**src/rtl/gba_gpu_fb_arbiter.sv**
```systemverilog
// Framebuffer write arbiter: two pixel streams, each with its own FIFO,
// merged round-robin into one valid/ready framebuffer write port.
// Framebuffer addresses are computed at push time and stored in the FIFOs.

module gba_gpu_fb_arbiter_fifo #(
    parameter int DEPTH = 8,
    parameter int W     = 36
) (
    input  logic         fclk,
    input  logic         reset,
    input  logic         push_i,
    input  logic         pop_i,
    input  logic [W-1:0] wdata_i,
    output logic [W-1:0] rdata_o,
    output logic         empty_o,
    output logic         full_o
);
    localparam int AW = $clog2(DEPTH);

    logic [W-1:0]  mem_q [DEPTH];
    logic [AW-1:0] wr_q, rd_q;
    logic [AW:0]   cnt_q;
    logic          do_push, do_pop;

    assign empty_o = (cnt_q == '0);
    assign full_o  = (cnt_q == (AW+1)'(DEPTH));
    // A push into a full FIFO is legal only when the head leaves in the same cycle.
    assign do_push = push_i & (~full_o | pop_i);
    assign do_pop  = pop_i & ~empty_o;
    assign rdata_o = mem_q[rd_q];

    // Storage array; contents need no reset because the count gates visibility.
    always_ff @(posedge fclk) begin
        if (do_push) mem_q[wr_q] <= wdata_i;
    end

    // Pointer and occupancy tracking.
    always_ff @(posedge fclk) begin
        if (reset) begin
            wr_q  <= '0;
            rd_q  <= '0;
            cnt_q <= '0;
        end else begin
            if (do_push) wr_q <= wr_q + 1'b1;
            if (do_pop)  rd_q <= rd_q + 1'b1;
            case ({do_push, do_pop})
                2'b10:   cnt_q <= cnt_q + 1'b1;
                2'b01:   cnt_q <= cnt_q - 1'b1;
                default: cnt_q <= cnt_q;
            endcase
        end
    end
endmodule

module gba_gpu_fb_arbiter #(
    parameter int FIFO_DEPTH = 8,
    parameter int FB_AW      = 18
) (
    input  logic             fclk,
    input  logic             reset,
    input  logic             hdmode2x,
    input  logic [15:0]      pixel_in_addr,
    input  logic [8:0]       pixel_in_2x,
    input  logic [7:0]       pixel_in_y,
    input  logic [17:0]      pixel_in_data,
    input  logic             pixel_in_we,
    input  logic [8:0]       pixel2_in_2x,
    input  logic [7:0]       pixel2_in_y,
    input  logic [17:0]      pixel2_in_data,
    input  logic             pixel2_in_we,
    output logic [FB_AW-1:0] fb_addr,
    output logic [17:0]      fb_data,
    output logic             fb_we,
    input  logic             fb_ready,
    input  logic             clear_ovf,
    output logic             ovf_primary,
    output logic             ovf_secondary,
    output logic             busy
);
    localparam int EW = FB_AW + 18;

    typedef enum logic {RR_PRI, RR_SEC} rr_e;

    // 480*row without a multiplier; 18 bits are enough for row <= 319.
    function automatic logic [17:0] hd_addr(input logic [8:0] row, input logic [8:0] x);
        logic [17:0] r;
        r = {9'd0, row};
        return (r << 9) - (r << 5) + {9'd0, x};
    endfunction

    logic [17:0]   addr_p18, addr_s18;
    logic [EW-1:0] wdat_p, wdat_s, head_p, head_s;
    logic          empty_p, empty_s, full_p, full_s;
    logic          load, gnt_p, gnt_s;
    logic          drop_p, drop_s;
    logic          ovf_p_d, ovf_s_d;
    logic          fb_we_q, ovf_p_q, ovf_s_q;
    logic [FB_AW-1:0] fb_addr_q;
    logic [17:0]   fb_data_q;
    rr_e           rr_q;

    // Primary rows are even lines in hd mode, secondary rows are the odd ones.
    assign addr_p18 = hdmode2x ? hd_addr({pixel_in_y, 1'b0}, pixel_in_2x) : {2'b00, pixel_in_addr};
    assign addr_s18 = hd_addr({pixel2_in_y, 1'b1}, pixel2_in_2x);
    assign wdat_p   = {FB_AW'(addr_p18), pixel_in_data};
    assign wdat_s   = {FB_AW'(addr_s18), pixel2_in_data};

    // The output register can take a new word when empty or when its word is leaving.
    assign load  = ~fb_we_q | fb_ready;
    assign gnt_p = load & ~empty_p & (empty_s | (rr_q == RR_PRI));
    assign gnt_s = load & ~empty_s & (empty_p | (rr_q == RR_SEC));

    assign drop_p  = pixel_in_we  & full_p & ~gnt_p;
    assign drop_s  = pixel2_in_we & full_s & ~gnt_s;
    // Set wins over clear so a drop in the clearing cycle is never lost.
    assign ovf_p_d = (ovf_p_q & ~clear_ovf) | drop_p;
    assign ovf_s_d = (ovf_s_q & ~clear_ovf) | drop_s;

    gba_gpu_fb_arbiter_fifo #(.DEPTH(FIFO_DEPTH), .W(EW)) u_fifo_p (
        .fclk(fclk), .reset(reset), .push_i(pixel_in_we), .pop_i(gnt_p),
        .wdata_i(wdat_p), .rdata_o(head_p), .empty_o(empty_p), .full_o(full_p)
    );

    gba_gpu_fb_arbiter_fifo #(.DEPTH(FIFO_DEPTH), .W(EW)) u_fifo_s (
        .fclk(fclk), .reset(reset), .push_i(pixel2_in_we), .pop_i(gnt_s),
        .wdata_i(wdat_s), .rdata_o(head_s), .empty_o(empty_s), .full_o(full_s)
    );

    // Output register and round-robin pointer: the pointer always ends on the
    // source that was not just granted.
    always_ff @(posedge fclk) begin
        if (reset) begin
            fb_we_q   <= 1'b0;
            fb_addr_q <= '0;
            fb_data_q <= '0;
            rr_q      <= RR_PRI;
        end else if (load) begin
            if (gnt_p) begin
                {fb_addr_q, fb_data_q} <= head_p;
                fb_we_q <= 1'b1;
                rr_q    <= RR_SEC;
            end else if (gnt_s) begin
                {fb_addr_q, fb_data_q} <= head_s;
                fb_we_q <= 1'b1;
                rr_q    <= RR_PRI;
            end else begin
                fb_we_q <= 1'b0;
            end
        end
    end

    // Sticky overflow flags.
    always_ff @(posedge fclk) begin
        if (reset) begin
            ovf_p_q <= 1'b0;
            ovf_s_q <= 1'b0;
        end else begin
            ovf_p_q <= ovf_p_d;
            ovf_s_q <= ovf_s_d;
        end
    end

    assign fb_we         = fb_we_q;
    assign fb_addr       = fb_addr_q;
    assign fb_data       = fb_data_q;
    assign ovf_primary   = ovf_p_q;
    assign ovf_secondary = ovf_s_q;
    assign busy          = ~empty_p | ~empty_s | fb_we_q;
endmodule

```
**config.mk**
```make
export PLATFORM = sky130hd
export DESIGN_NAME = gba_gpu_fb_arbiter
export DESIGN_NICKNAME = d
export VERILOG_FILES = /design/src/rtl/gba_gpu_fb_arbiter.sv
export SDC_FILE = /design/constraint.sdc
export NUM_CORES = 1
export LEC_CHECK = 0
export ABC_AREA = 1
export CORE_UTILIZATION = 56
export DETAILED_ROUTE_END_ITERATION = 10
export PLACE_DENSITY = 0.82
export SLEW_MARGIN = 10
export SYNTH_ARGS = -nofsm -noshare
export SYNTH_HDL_FRONTEND = slang
export SYNTH_SLANG_ARGS = --single-unit
```
**constraint.sdc**
```tcl
create_clock -name fclk -period 11.3 [get_ports fclk]
set_clock_uncertainty 0.1 [all_clocks]
set_input_delay 1.695 -clock fclk [delete_from_list [all_inputs] [get_ports fclk]]
set_output_delay 1.695 -clock fclk [all_outputs]
set_load 0.05 [all_outputs]
```
==> results.ini, run 1 <==
[outcome]
outcome = completed

[critical_path]
rrSetupSlack_ns = 7.99
crit_required_ns = 11.42
critPathMaxFanout = 43
reg2reg_depth = 7
critical_path.endpoint_type = flip-flop
arrival_ns = 4.54
r2r-start = u_fifo_s.cnt_q[0]
worstSetupPathType = in2reg
start_kind = input pin
r2r-end = u_fifo_p.mem_q[5][21]

[synthesis]
synthCells = 2778
synth_area_um2 = 27900
synth_edf_count = 576
synthFlopType = edfxtp_1
avgSynthCellArea_um2 = 10.0
postSynth.asyncResetShare_pct = 0
ys_seq_area_share_pct = 66.8
synthDistinctLibCells = 30
ys_warn_count = 0
syn_nets = 2895
synth_seq_cells = 642

[route]
route.detailed.drc = 0
via_per_inst = 5.58
totalWireLength_um = 64800
dr.pass1.iters = 7
drt_iter0_markers = 2490
routedWlPerCell_um = 18.1
final_antenna_net_count = 0
vias = 20000

[timing]
hold_viol = 0
drv_slew = 0
setup_tns_ns = 0
post-route-period-util_pct = 39.1
hold_slack_ns = 0.371
finalSetupViolations = 0
max_slew_margin_pct = 16.3
max_freq_ghz = 0.226
rsz0062_at_grt = false
worst_slew_pin_slew_ns = 1.25
layout_min_cycle_time_ns = 4.42

[min_path]
hp-start = ovf_secondary
hp-class = reg2reg
worstHoldEndpoint = ovf_secondary
hold_path_depth = 2

[pwr]
switching_share_pct = 36.9
p_clk_share_pct = 26.9
p_int_uw = 4660
cellLeakagePower_uw = 0.0131
peakVddDrop_v = 0.000208
pwr-share-comb_pct = 33.3
p_seq_share_pct = 39.8
power_density_nw_per_um2 = 233
power_uw = 7380
p_switching_uw = 2720

[global_routing]
grt_pass1_vias = 19700
grt_pass1_wl_um = 101000
globalRouteTotalUtil_pct = 25.7
overflow = 0
grt_max_degree = 99
grt_antenna_before_repair = 2

[die]
chipHeight_um = 225
start_util_pct = 56.8
die_area_um2 = 50700
rows = 81
ios = 133
core_um2 = 49100
fp.dieW_um = 225

[finish]
syn_to_final_growth_pct = 13.7
final_cell_mix = nand2_1 (822), edfxtp_1 (576), nand3_1 (535), inv_1 (383), clkdlybuf4s50_1 (131)
fin_area_um2 = 31700
drive_gt1_share_pct = 4.80
fin_cells = 3581
nNetsFinal = 2985
final_common_cell = nand2_1

[job]
drv_cap = 0

[clock_tree]
clk_pin_slew_ns = 0.06
max-clock-path-buffers = 3
clock_latency_ns = 0.62
cts_root_buf = clkbuf_16
cts.sinks = 642
cts_buffers = 60
htreeDepth = 2
cts_resized = 0
cts_hold_buf = 0
post_cts_buffers = 0
cts_tree = done

[place]
gp_congestion = 0.881
dp_hpwl_um = 38200
dp.cells = 3468
portBuffers = 132
dpl-instance-area_um2 = 29700

==> final cells by class <==
cell class                 count  area, um^2
antenna                        2        5.00
clock buffer                  91        1690
fill                        3594       17400
tap                          664         831
inverter                     390        1470
clock inverter                18         234
sequential                   642       18600
multi-input combinational   1614        7280
timing repair buffer         160        1560
==> Yosys cell counts (4+ instances only) <==
| library cell | number | share of area (%) |
|---|---|---|
| buf_4 | 9 | 0.24 |
| buf_1 | 27 | 0.36 |
| edfxtp_1 | 576 | 62 |
| dfxtp_1 | 66 | 4.7 |
| nand2_1 | 822 | 11 |
| inv_1 | 383 | 5.2 |
| nor3_1 | 11 | 0.20 |
| clkbuf_1 | 38 | 0.51 |
| nor2_1 | 138 | 1.9 |
| xor2_1 | 14 | 0.44 |
| nand2_2 | 5 | 0.11 |
| ha_1 | 24 | 1.1 |
| buf_6 | 4 | 0.16 |
| a21oi_1 | 29 | 0.52 |
| nand3_1 | 535 | 9.6 |
| inv_2 | 5 | 0.067 |
| buf_2 | 54 | 0.97 |
| o21ai_0 | 21 | 0.38 |
==> how the worst max path moves through the flow <==
stage / start / endpoint / cells after the start
finish: fb_ready / u_fifo_p.mem_q[5][21] / 6
floorplan: fb_ready / u_fifo_s.mem_q[4][0] / 5
global route: fb_ready / u_fifo_p.mem_q[5][15] / 6
global placement: fb_ready / u_fifo_p.mem_q[1][20] / 6
detailed placement: fb_ready / u_fifo_p.mem_q[1][21] / 6
CTS: fb_ready / u_fifo_p.mem_q[1][25] / 6
==> registers in the layout, summed over array words and instances (netlist names), 3 cells and up, named ones only <==
name            cells
fb_addr            18
u_fifo_s.mem_q    288
u_fifo_s.wr_q       3
u_fifo_p.wr_q       3
u_fifo_s.cnt_q      4
u_fifo_s.rd_q       3
u_fifo_p.cnt_q      4
u_fifo_p.mem_q    288
u_fifo_p.rd_q       3
fb_data            18
==> metrics by stage <==
stage	setup WS [ns]	util, %
finish	6.88	64.6
global route	6.71	64.6
CTS	6.82	64.5
detailed placement	6.20	60.6
global placement	6.35	60.6
floorplan	5.91	-
==> power by group through the flow <==
stage / combinational, uW / sequential, uW / clock [uW]
floorplan: 1650 / 3060 / 0
CTS: 2430 / 2930 / 2000
finish: 2460 / 2930 / 1990
global placement: 2310 / 2970 / 0
detailed placement: 2410 / 2980 / 0
global route: 2710 / 2950 / 2090
==> layer usage <==
layer	global-route usage (%)	part of all wire [%]	wire [um]
met1	32.4	39	25300
met2	43.8	50	32400
met3	3.68	7.7	5010
met4	11.8	3.3	2130
met5	0	0	0
==> critical path, stage by stage <==
cell and delay (ns):
clkdlybuf4s50_1 0.45, or2_1 0.22, nand3_4 0.42, nand2_2 0.28
nand3_1 0.37, nor2_4 1.07
==> kinds of logic after synthesis <==
family | count (synthesis) | synth area share [%]
and+or+nand+nor | 1522 | 23.2
DFF | 642 | 66.8
AOI/OAI and AO/OA | 52 | 0.947
xor gates and xnor gates | 16 | 0.503
adders and majority gates | 24 | 1.08
buffers and inverters | 522 | 7.50
No activity file was read; power rests on OpenSTA's default activity.
==> inputs of run 2 (changes only) <==
CORE_UTILIZATION = 55   (was 56)
PLACE_DENSITY = 0.84   (was 0.82)
clock period = 3.7 ns   (was 11.3 ns; I/O delays follow)
==> run 2 against run 1 <==
Effect of this change: critical path depth shrank 1; global-route usage rose by 1.3 points; clock power rose to 3.4 times the previous value; power rose to 3.2 times the previous value; final area rose by 1.6%; non-clock buffer count rose by 16; register-to-register slack worse by 6.9 ns; clock-buffer cell count down 2.
==> results.ini, run 2 (synthesized netlist as in run 1, its figures left out) <==
[pwr]
power_uw = 23400  ; +220%
p_int_uw = 14800  ; +220%
pwr-share-comb_pct = 33.1  ; -0.2 points
switching_share_pct = 36.8  ; -0.051 points
peakVddDrop_v = 0.000516  ; +150%
cellLeakagePower_uw = 0.0134  ; +1.9%
p_switching_uw = 8620  ; +220%
p_seq_share_pct = 38.0  ; -1.8 points
power_density_nw_per_um2 = 727  ; +210%
p_clk_share_pct = 28.9  ; +2.0 points

[critical_path]
crit_required_ns = 3.04  ; -8.38 ns
worstSetupPathType = reg2out
critPathMaxFanout = 5  ; -88%
crit_path_end = busy
reg2reg_depth = 12  ; +5
r2r-end = u_fifo_s.cnt_q[2]
critical_path.endpoint_type = primary output
r2r-start = u_fifo_p.cnt_q[0]
cp-startpoint = u_fifo_p.cnt_q[0]
start_kind = flip-flop
arrival_ns = 2.20  ; -2.34 ns
rrSetupSlack_ns = 1.08  ; -6.91 ns

[finish]
drive_gt1_share_pct = 5.78  ; +0.98 points
final_common_cell = nand2_1
final_cell_mix = nand2_1 (822), edfxtp_1 (576), nand3_1 (535), inv_1 (383), clkdlybuf4s50_1 (131)
nFillCells = 3547  ; -1.3%
top_regs = u_fifo_p.mem_q: 288 flops, u_fifo_s.mem_q: 288 flops
multi_input_area_um2 = 7280  ; unchanged
syn_to_final_growth_pct = 15.5
layout.area.seq_um2 = 18600  ; unchanged
nNetsFinal = 3007  ; +0.74%

[die]
rows = 82  ; +1.2%
ios = 133  ; unchanged
start_util_pct = 55.7  ; -1.2 points
core_um2 = 50100  ; +2.1%
chipHeight_um = 227  ; +0.90%
fp.dieW_um = 227  ; +0.90%
die_area_um2 = 51600  ; +1.8%

[clock_tree]
clock_latency_ns = 0.59  ; -0.03 ns
cts_buffers = 66  ; +10%
clk_pin_slew_ns = 0.06  ; about the same
post_cts_buffers = 0  ; unchanged
max-clock-path-buffers = 3  ; unchanged
cts_hold_buf = 0  ; unchanged
cts_tree = done
cts.sinks = 642  ; unchanged
cts_resized = 0  ; unchanged
htreeDepth = 3  ; +1
cts_root_buf = clkbuf_16

[timing]
finalSetupViolations = 0  ; unchanged
rsz0062_at_grt = false
max_freq_ghz = 0.350
hold_viol = 0  ; unchanged
max_slew_margin_pct = 36.0  ; +20 points
post-route-period-util_pct = 77.3
worst_slew_pin_slew_ns = 0.959  ; -0.293 ns
drv_slew = 0  ; unchanged
layout_min_cycle_time_ns = 2.86
fin_ws_ns = 0.841  ; -6.04 ns

[min_path]
hp-class = reg2reg

[job]
drv_cap = 0  ; unchanged

[global_routing]
grt_antenna_before_repair = 3  ; +1
grt_max_degree = 145  ; +46%
grt_use_met3_pct = 4.10  ; +0.43 points
use_met2_pct = 46.6  ; +2.8 points
grt_pass1_vias = 20600  ; +4.6%
grt.busiest_layer = met2
grt_pass1_wl_um = 106000  ; +5.6%
globalRouteTotalUtil_pct = 27.0  ; +1.3 points
use_met1_pct = 33.3  ; +0.82 points
overflow = 0  ; unchanged

[place]
gp_congestion = 0.871  ; -1.2%
preCtsSetupSlack_ns = 0.613  ; -5.58 ns
dp_hpwl_um = 40000  ; +4.6%
portBuffers = 132  ; unchanged

[route]
route.detailed.drc = 0  ; unchanged
final_antenna_net_count = 0  ; unchanged
totalWireLength_um = 68400  ; +5.5%
vias = 20400  ; +2.3%
dr.pass1.iters = 5  ; -2
routedWlPerCell_um = 18.9  ; +4.5%
via_per_inst = 5.65  ; +1.4%
drt_iter0_markers = 2409  ; -3.3%

[outcome]
outcome = completed

==> run 2: worst min-delay path by stage <==
stage | startpoint | endpoint | slack, ns | cells after the start
after floorplan | u_fifo_s.rd_q[0] | flip-flop | 0.35 | 1
after global placement | u_fifo_s.rd_q[0] | u_fifo_s.rd_q[0] | 0.36 | 1
after detailed placement | ovf_primary | ovf_primary | 0.36 | 2
after CTS | ovf_primary | ovf_primary | 0.37 | 2
after global routing | ovf_primary | ovf_primary | 0.40 | 2
final | ovf_primary | ovf_primary | 0.37 | 2
==> run 2: final cells by class <==
type                    instances  area share (%)
diodes                          2          0.0155
clock inverters                30            1.08
multi-input cells            1614            22.6
repair buffers                176            5.58
flip-flops and latches        642            57.8
inverters                     390            4.56
clock buffers                  89            5.72
well taps                     672            2.61
==> run 2: worst max-delay path, stage by stage, from the launching register on <==
cell and delay (ns):
dfxtp_1 0.35, nor2_1 0.20, nand2_2 0.13, nor2_1 0.17
nand2_1 0.07, clkdlybuf4s50_1 0.69
==> run 2: power groups by stage <==
| stage | clock network, uW | registers, uW | logic [uW] |
|---|---|---|---|
| final | 6760 | 8900 | 7760 |
| after global routing | 7050 | 8930 | 8530 |
| after CTS | 6770 | 8890 | 7650 |
| after detailed placement | 0 | 9030 | 7560 |
| after global placement | 0 | 9010 | 7210 |
| after floorplan | 0 | 9340 | 5050 |
==> run 2: stage by stage <==
stage / instance area [um^2] / cells / hold slack, ns / util [%] / TNS (ns)
after floorplan: 27900 / 2778 / 0.348 / - / -85.76
after detailed placement: 30000 / 3494 / 0.361 / 59.9 / 0
after CTS: 32200 / 3613 / 0.370 / 64.3 / 0
after global routing: 32200 / 3615 / 0.399 / 64.3 / 0
final: 32200 / 3615 / 0.366 / 64.3 / 0
after global placement: 30000 / 3494 / 0.356 / 59.9 / 0
==> run 2: routing by layer <==
layer / part of all wire, % / vias to the layer above
met2: 50 / 1175
met4: 3.8 / 2
met5: 0.019 / -
met1: 37 / 9706
li1: - / 9357
met3: 8.9 / 200
